$ cat src/rtl/vga_timing_pattern_gen.sv
// Parametrised VGA timing generator with a built-in test-pattern source.
// Produces registered hsync/vsync/data-enable, pixel coordinates, line and
// frame strobes, a frame counter and 12-bit RGB driven by one of four
// patterns: solid colour, eight colour bars, checkerboard and a scrolling
// gradient. Every output is one register stage behind the pixel counters,
// so all outputs stay mutually aligned.
module vga_timing_pattern_gen #(
    parameter int H_VISIBLE  = 640,
    parameter int H_FRONT    = 16,
    parameter int H_SYNC     = 96,
    parameter int H_BACK     = 48,
    parameter int V_VISIBLE  = 480,
    parameter int V_FRONT    = 10,
    parameter int V_SYNC     = 2,
    parameter int V_BACK     = 33,
    parameter int HS_POL     = 0,
    parameter int VS_POL     = 0,
    parameter int CHECK_LOG2 = 5,
    parameter int HW         = 10,
    parameter int VW         = 10
) (
    input  logic          clk,
    input  logic          rst_n,
    input  logic [1:0]    mode,
    input  logic [11:0]   fg,
    output logic [3:0]    r,
    output logic [3:0]    g,
    output logic [3:0]    b,
    output logic          hs,
    output logic          vs,
    output logic          de,
    output logic [HW-1:0] x,
    output logic [VW-1:0] y,
    output logic          line_start,
    output logic          frame_start,
    output logic [7:0]    frame_cnt
);

    localparam int H_TOTAL = H_VISIBLE + H_FRONT + H_SYNC + H_BACK;
    localparam int V_TOTAL = V_VISIBLE + V_FRONT + V_SYNC + V_BACK;
    localparam int BAR_W   = H_VISIBLE / 8;

    localparam logic [HW-1:0] H_LAST     = HW'(H_TOTAL - 1);
    localparam logic [HW-1:0] H_VIS_END  = HW'(H_VISIBLE);
    localparam logic [HW-1:0] H_SYNC_BEG = HW'(H_VISIBLE + H_FRONT);
    localparam logic [HW-1:0] H_SYNC_END = HW'(H_VISIBLE + H_FRONT + H_SYNC);
    localparam logic [HW-1:0] BAR_LAST   = HW'(BAR_W - 1);

    localparam logic [VW-1:0] V_LAST     = VW'(V_TOTAL - 1);
    localparam logic [VW-1:0] V_VIS_END  = VW'(V_VISIBLE);
    localparam logic [VW-1:0] V_SYNC_BEG = VW'(V_VISIBLE + V_FRONT);
    localparam logic [VW-1:0] V_SYNC_END = VW'(V_VISIBLE + V_FRONT + V_SYNC);

    localparam logic HS_ON = (HS_POL != 0);
    localparam logic VS_ON = (VS_POL != 0);

    logic [HW-1:0] h_cnt;
    logic [VW-1:0] v_cnt;
    logic [7:0]    frame_num;
    logic [1:0]    mode_reg;
    logic [HW-1:0] bar_pix;
    logic [2:0]    bar_k;

    logic          h_wrap;
    logic          v_wrap;
    logic          frame_begin;
    logic          visible;
    logic          hs_act;
    logic          vs_act;
    logic [1:0]    eff_mode;
    logic [7:0]    grad_sum;
    logic          check_odd;
    logic [11:0]   pix;

    assign h_wrap      = (h_cnt == H_LAST);
    assign v_wrap      = (v_cnt == V_LAST);
    assign frame_begin = (h_cnt == '0) && (v_cnt == '0);

    // Pixel and line counters; the frame counter advances as the last pixel of the frame wraps
    always_ff @(posedge clk) begin
        if (!rst_n) begin
            h_cnt     <= '0;
            v_cnt     <= '0;
            frame_num <= '0;
        end else if (h_wrap) begin
            h_cnt <= '0;
            if (v_wrap) begin
                v_cnt     <= '0;
                frame_num <= frame_num + 8'd1;
            end else begin
                v_cnt <= v_cnt + VW'(1);
            end
        end else begin
            h_cnt <= h_cnt + HW'(1);
        end
    end

    // Bar sub-counter tracking which eighth of the visible line h_cnt is in, avoiding a divider
    always_ff @(posedge clk) begin
        if (!rst_n) begin
            bar_pix <= '0;
            bar_k   <= '0;
        end else if (h_wrap) begin
            bar_pix <= '0;
            bar_k   <= '0;
        end else if (bar_pix == BAR_LAST) begin
            bar_pix <= '0;
            bar_k   <= bar_k + 3'd1;
        end else begin
            bar_pix <= bar_pix + HW'(1);
        end
    end

    // Pattern select is captured once per frame so a mid-frame change waits for the next frame
    always_ff @(posedge clk) begin
        if (!rst_n) begin
            mode_reg <= '0;
        end else if (frame_begin) begin
            mode_reg <= mode;
        end
    end

    // Region decode and pattern colour for the current counter position
    always_comb begin
        visible   = (h_cnt < H_VIS_END) && (v_cnt < V_VIS_END);
        hs_act    = (h_cnt >= H_SYNC_BEG) && (h_cnt < H_SYNC_END);
        vs_act    = (v_cnt >= V_SYNC_BEG) && (v_cnt < V_SYNC_END);
        eff_mode  = frame_begin ? mode : mode_reg;
        grad_sum  = h_cnt[7:0] + frame_num;
        check_odd = h_cnt[CHECK_LOG2] ^ v_cnt[CHECK_LOG2];
        pix       = '0;
        case (eff_mode)
            2'd0: pix = fg;
            2'd1: pix = {{4{bar_k[2]}}, {4{bar_k[1]}}, {4{bar_k[0]}}};
            2'd2: pix = check_odd ? 12'h000 : 12'hFFF;
            2'd3: pix = {grad_sum[7:4], v_cnt[7:4], frame_num[7:4]};
            default: pix = '0;
        endcase
    end

    // Output register stage: everything reflects the previous cycle's counter state
    always_ff @(posedge clk) begin
        if (!rst_n) begin
            r           <= '0;
            g           <= '0;
            b           <= '0;
            hs          <= ~HS_ON;
            vs          <= ~VS_ON;
            de          <= 1'b0;
            x           <= '0;
            y           <= '0;
            line_start  <= 1'b0;
            frame_start <= 1'b0;
            frame_cnt   <= '0;
        end else begin
            hs          <= hs_act ? HS_ON : ~HS_ON;
            vs          <= vs_act ? VS_ON : ~VS_ON;
            de          <= visible;
            line_start  <= (h_cnt == '0);
            frame_start <= frame_begin;
            frame_cnt   <= frame_num;
            if (visible) begin
                {r, g, b} <= pix;
                x         <= h_cnt;
                y         <= v_cnt;
            end else begin
                {r, g, b} <= '0;
            end
        end
    end

endmodule

$ cat config.mk
export PLATFORM = sky130hd
export DESIGN_NAME = vga_timing_pattern_gen
export DESIGN_NICKNAME = d
export VERILOG_FILES = /design/src/rtl/vga_timing_pattern_gen.sv
export SDC_FILE = /design/constraint.sdc
export NUM_CORES = 1
export LEC_CHECK = 0
export CAP_MARGIN = 20
export CORE_MARGIN = 10
export CORE_UTILIZATION = 40
export DETAILED_ROUTE_END_ITERATION = 16
export GPL_TIMING_DRIVEN = 0
export PLACE_DENSITY = 0.71
export SLEW_MARGIN = 0
export SYNTH_ARGS = -nofsm -noshare
export SYNTH_HDL_FRONTEND = slang
export SYNTH_SLANG_ARGS = --single-unit
$ cat constraint.sdc
create_clock -name clk -period 6.1 [get_ports clk]
set_input_delay 0.61 -clock clk [delete_from_list [all_inputs] [get_ports clk]]
set_output_delay 0.61 -clock clk [all_outputs]
set_load 0.005 [all_outputs]
==> results.json <==
{
  "final_number_of_max_transition_violations": 0,
  "postLayoutSetupSlackWorst_ns": 3.41,
  "1st_pass_router_iterations": 7,
  "cpMaxStageDelayCell": "sky130_fd_sc_hd__or4_1",
  "path_class": "flop to flop",
  "setup_tns_ns": 0,
  "ys_async_sr_fraction_pct": 0,
  "final_setup_fails": 0,
  "cts_tree": "built",
  "clkLatencyLatePin_ns": 0.36,
  "cts_post_setup_buffers_inserted": 0,
  "cp_cell_sequence": "ha_1 > nand4_1 > or4_1 > buf_2 > nor3_4 > nand4_1 > xnor2_1 > and2_1",
  "cts_made_buffers": 9,
  "max_freq_mhz": 371,
  "area.growth.synth_to_final_pct": 24.5,
  "final_hold_violating_endpoints": 0,
  "syn_avg_cell_area_um2": 9.42,
  "die_area_um2": 13800,
  "routedWlPerCell_um": 14.4,
  "wire_length_of_the_first_global_routing_pass_um": 14700,
  "design.portCount": 61,
  "timing.critical_path.arrival_ns": 2.95,
  "post_route_cells_drive_above_1_share_pct": 8.33,
  "grt_max_degree": 16,
  "drc": 0,
  "htree_num_levels": 3,
  "chipWidth_um": 118,
  "grtUsageTotal_pct": 12.7,
  "floorplan.initialDensity_pct": 41.2,
  "powerDensity_nw_per_um2": 228,
  "rsz0062_at_grt": "no",
  "cts.sink_count": 88,
  "synth.yosys.warnings": 0,
  "port_buffers": 60,
  "power.leakage_nw": 1.75,
  "period_needed_ns": 2.69,
  "place_ws_ns": 3.42,
  "cpLargestDelayFamily": "simple AND/OR/NAND/NOR gates",
  "cp_max_fo": 9,
  "antenna_cells_inserted": 0,
  "syn-instance-count": 404,
  "worst_hold_path_type": "flop to flop",
  "setup.reg_to_reg.worst_slack_ns": 3.41,
  "vias_per_cell": 5.04,
  "synth.ff_latch_count": 88,
  "antenna_found_initial": 0,
  "postCtsResizedCells": 0,
  "synth_enable_flop_cells": 0,
  "path_clk_slew_ns": 0.09,
  "initialDrtViolationCount": 147,
  "place_hpwl_um": 6490,
  "portion_of_the_post_synthesis_area_used_by_sequential_elements_pct": 46.3,
  "ctsLongestPathBuffers": 2,
  "grt_remaining_overflow": 0,
  "number_of_global_route_vias_before_repair": 3002,
  "cp_slowest_stage_delay_ns": 0.55,
  "timing.final.crit_share_pct": 44.1,
  "status": "complete, no violations",
  "tightest_slew_ns": 0.589,
  "fp-row-count": 35,
  "path_common_cell": "sky130_fd_sc_hd__nand4_1",
  "synth_ff_type": "sky130_fd_sc_hd__dfxtp_1",
  "max_cap_viols": 0,
  "final_core_util_pct": 51.3,
  "holdWs_ns": 0.467,
  "finClkSkew_ns": 0.00939,
  "clock_root_cell": "sky130_fd_sc_hd__clkbuf_8",
  "die_height_um": 118,
  "required_ns": 6.36,
  "postSynthNetCount": 433,
  "nets": 504,
  "ctsHoldBuffers": 0,
  "mappedNetlistArea_um2": 3810,
  "finalWeightedCongestion": 0.833,
  "irDropWorstVdd_mv": 0.109,
  "worst_setup_sp_type": "flop",
  "worst_slew_margin_rel_pct": 60.7,
  "worstSetupEndpointType": "flop",
  "placeableCoreArea_um2": 9240,
  "postRouteWirelength_um": 8750,
  "timing.critical_path.buf_inv": 1,
  "drtAntennaViolNets": 0,
  "synth_cell_type_count": 46,
  "via_count": 3072
}
==> layout by cell type (no fill, tap or decap), types with 12 or more instances in the layout <==
cell                              netlist  final
sky130_fd_sc_hd__nor2_1                30     30
sky130_fd_sc_hd__dfxtp_1               88     88
sky130_fd_sc_hd__and2_1                19     19
sky130_fd_sc_hd__a21boi_0              16     16
sky130_fd_sc_hd__clkdlybuf4s50_1        0     60
sky130_fd_sc_hd__xnor2_1               16     16
sky130_fd_sc_hd__nand2_1               48     48
sky130_fd_sc_hd__and3_1                12     12
sky130_fd_sc_hd__nand4_1               14     14
sky130_fd_sc_hd__xor2_1                18     18
sky130_fd_sc_hd__ha_1                  13     13
sky130_fd_sc_hd__clkbuf_1              12     12
sky130_fd_sc_hd__nand3_1               18     18
==> power breakdown <==
part	switching, mW	leakage, nW	internal (mW)
sequential	0.00866	0.715	0.593
clock	0.214	0.0772	0.147
combinational	0.0517	0.960	0.0649
==> worst min-delay path, delay by kind of cell (launching register included) <==
kind / cells / cell delay (ns)
flops: 1 / 0.31
simple gates: 1 / 0.04
compound gates: 1 / 0.07
==> routing by layer <==
layer	wire length [um]	global-route usage [%]	part of all wire [%]	vias up
met1	4450	16.9	51	1448
li1	-	-	-	1538
met3	516	3.31	5.9	8
met5	0	0	0	-
met2	3660	18.8	42	78
met4	126	5.64	1.4	0
==> cell type report <==
type	instances	area (um2)
Buffer	22	115
Clock buffer	9	124
Clock inverter	7	48.8
Fill cell	875	4500
Inverter	7	26.3
Multi-Input combinational cell	287	1900
Sequential cell	88	1760
Tap cell	129	161
Timing Repair Buffer	60	601
==> synthesized netlist by cell type, types with 2 or more instances <==
| library cell | count | area, um2 |
|---|---|---|
| sky130_fd_sc_hd__a21boi_0 | 16 | 120 |
| sky130_fd_sc_hd__a21oi_1 | 10 | 50.1 |
| sky130_fd_sc_hd__and2_1 | 19 | 119 |
| sky130_fd_sc_hd__and3_1 | 12 | 75.1 |
| sky130_fd_sc_hd__buf_2 | 5 | 25.0 |
| sky130_fd_sc_hd__buf_6 | 3 | 33.8 |
| sky130_fd_sc_hd__clkbuf_1 | 12 | 45.0 |
| sky130_fd_sc_hd__dfxtp_1 | 88 | 1760 |
| sky130_fd_sc_hd__ha_1 | 13 | 163 |
| sky130_fd_sc_hd__inv_1 | 7 | 26.3 |
| sky130_fd_sc_hd__mux2i_1 | 2 | 20.0 |
| sky130_fd_sc_hd__nand2_1 | 48 | 180 |
| sky130_fd_sc_hd__nand2b_1 | 3 | 18.8 |
| sky130_fd_sc_hd__nand3_1 | 18 | 90.1 |
| sky130_fd_sc_hd__nand4_1 | 14 | 87.6 |
| sky130_fd_sc_hd__nor2_1 | 30 | 113 |
| sky130_fd_sc_hd__nor2b_1 | 7 | 43.8 |
| sky130_fd_sc_hd__nor3_1 | 2 | 10.0 |
| sky130_fd_sc_hd__nor3b_1 | 8 | 60.1 |
| sky130_fd_sc_hd__nor4_4 | 2 | 42.5 |
| sky130_fd_sc_hd__o21ai_0 | 8 | 40.0 |
| sky130_fd_sc_hd__o21ai_1 | 2 | 10.0 |
| sky130_fd_sc_hd__o221a_1 | 8 | 90.1 |
| sky130_fd_sc_hd__o221a_2 | 3 | 33.8 |
| sky130_fd_sc_hd__o22a_2 | 2 | 20.0 |
| sky130_fd_sc_hd__or2_2 | 2 | 12.5 |
| sky130_fd_sc_hd__or3_1 | 4 | 25.0 |
| sky130_fd_sc_hd__or4_1 | 6 | 45.0 |
| sky130_fd_sc_hd__xnor2_1 | 16 | 140 |
| sky130_fd_sc_hd__xor2_1 | 18 | 158 |
==> final timing paths <==
| kind | startpoint | to | cells after the start |
|---|---|---|---|
| max reg2reg | h_cnt[0]$_SDFF_PP0_ | frame_num[7]$_SDFFE_PN0P_ | 8 |
| min | x[6]$_SDFFE_PN0P_ | x[6]$_SDFFE_PN0P_ | 2 |
| max | h_cnt[0]$_SDFF_PP0_ | frame_num[7]$_SDFFE_PN0P_ | 8 |
| min reg2reg | x[6]$_SDFFE_PN0P_ | x[6]$_SDFFE_PN0P_ | 2 |
==> metrics by stage <==
step	instance area [um2]	std cells	power [mW]
2_1_floorplan	3810	404	0.676
3_3_place_gp	4570	593	0.730
3_5_place_dp	4570	593	0.733
4_1_cts	4740	609	1.09
5_1_grt	4740	609	1.12
6_report	4740	609	1.08
==> cell families (layout without fill, tap and decap cells) <==
family          count (synthesis)  in the layout  synth area share, %
compound gates                 54             54                 10.7
xor+xnor                       34             34                 7.82
fa+ha+maj                      13             13                 4.27
buf+inv                        29            105                 3.71
flops                          88             88                 46.3
mux                             2              2                0.526
simple gates                  184            184                 26.7
Note: power is estimated with default switching activity, not from simulation.
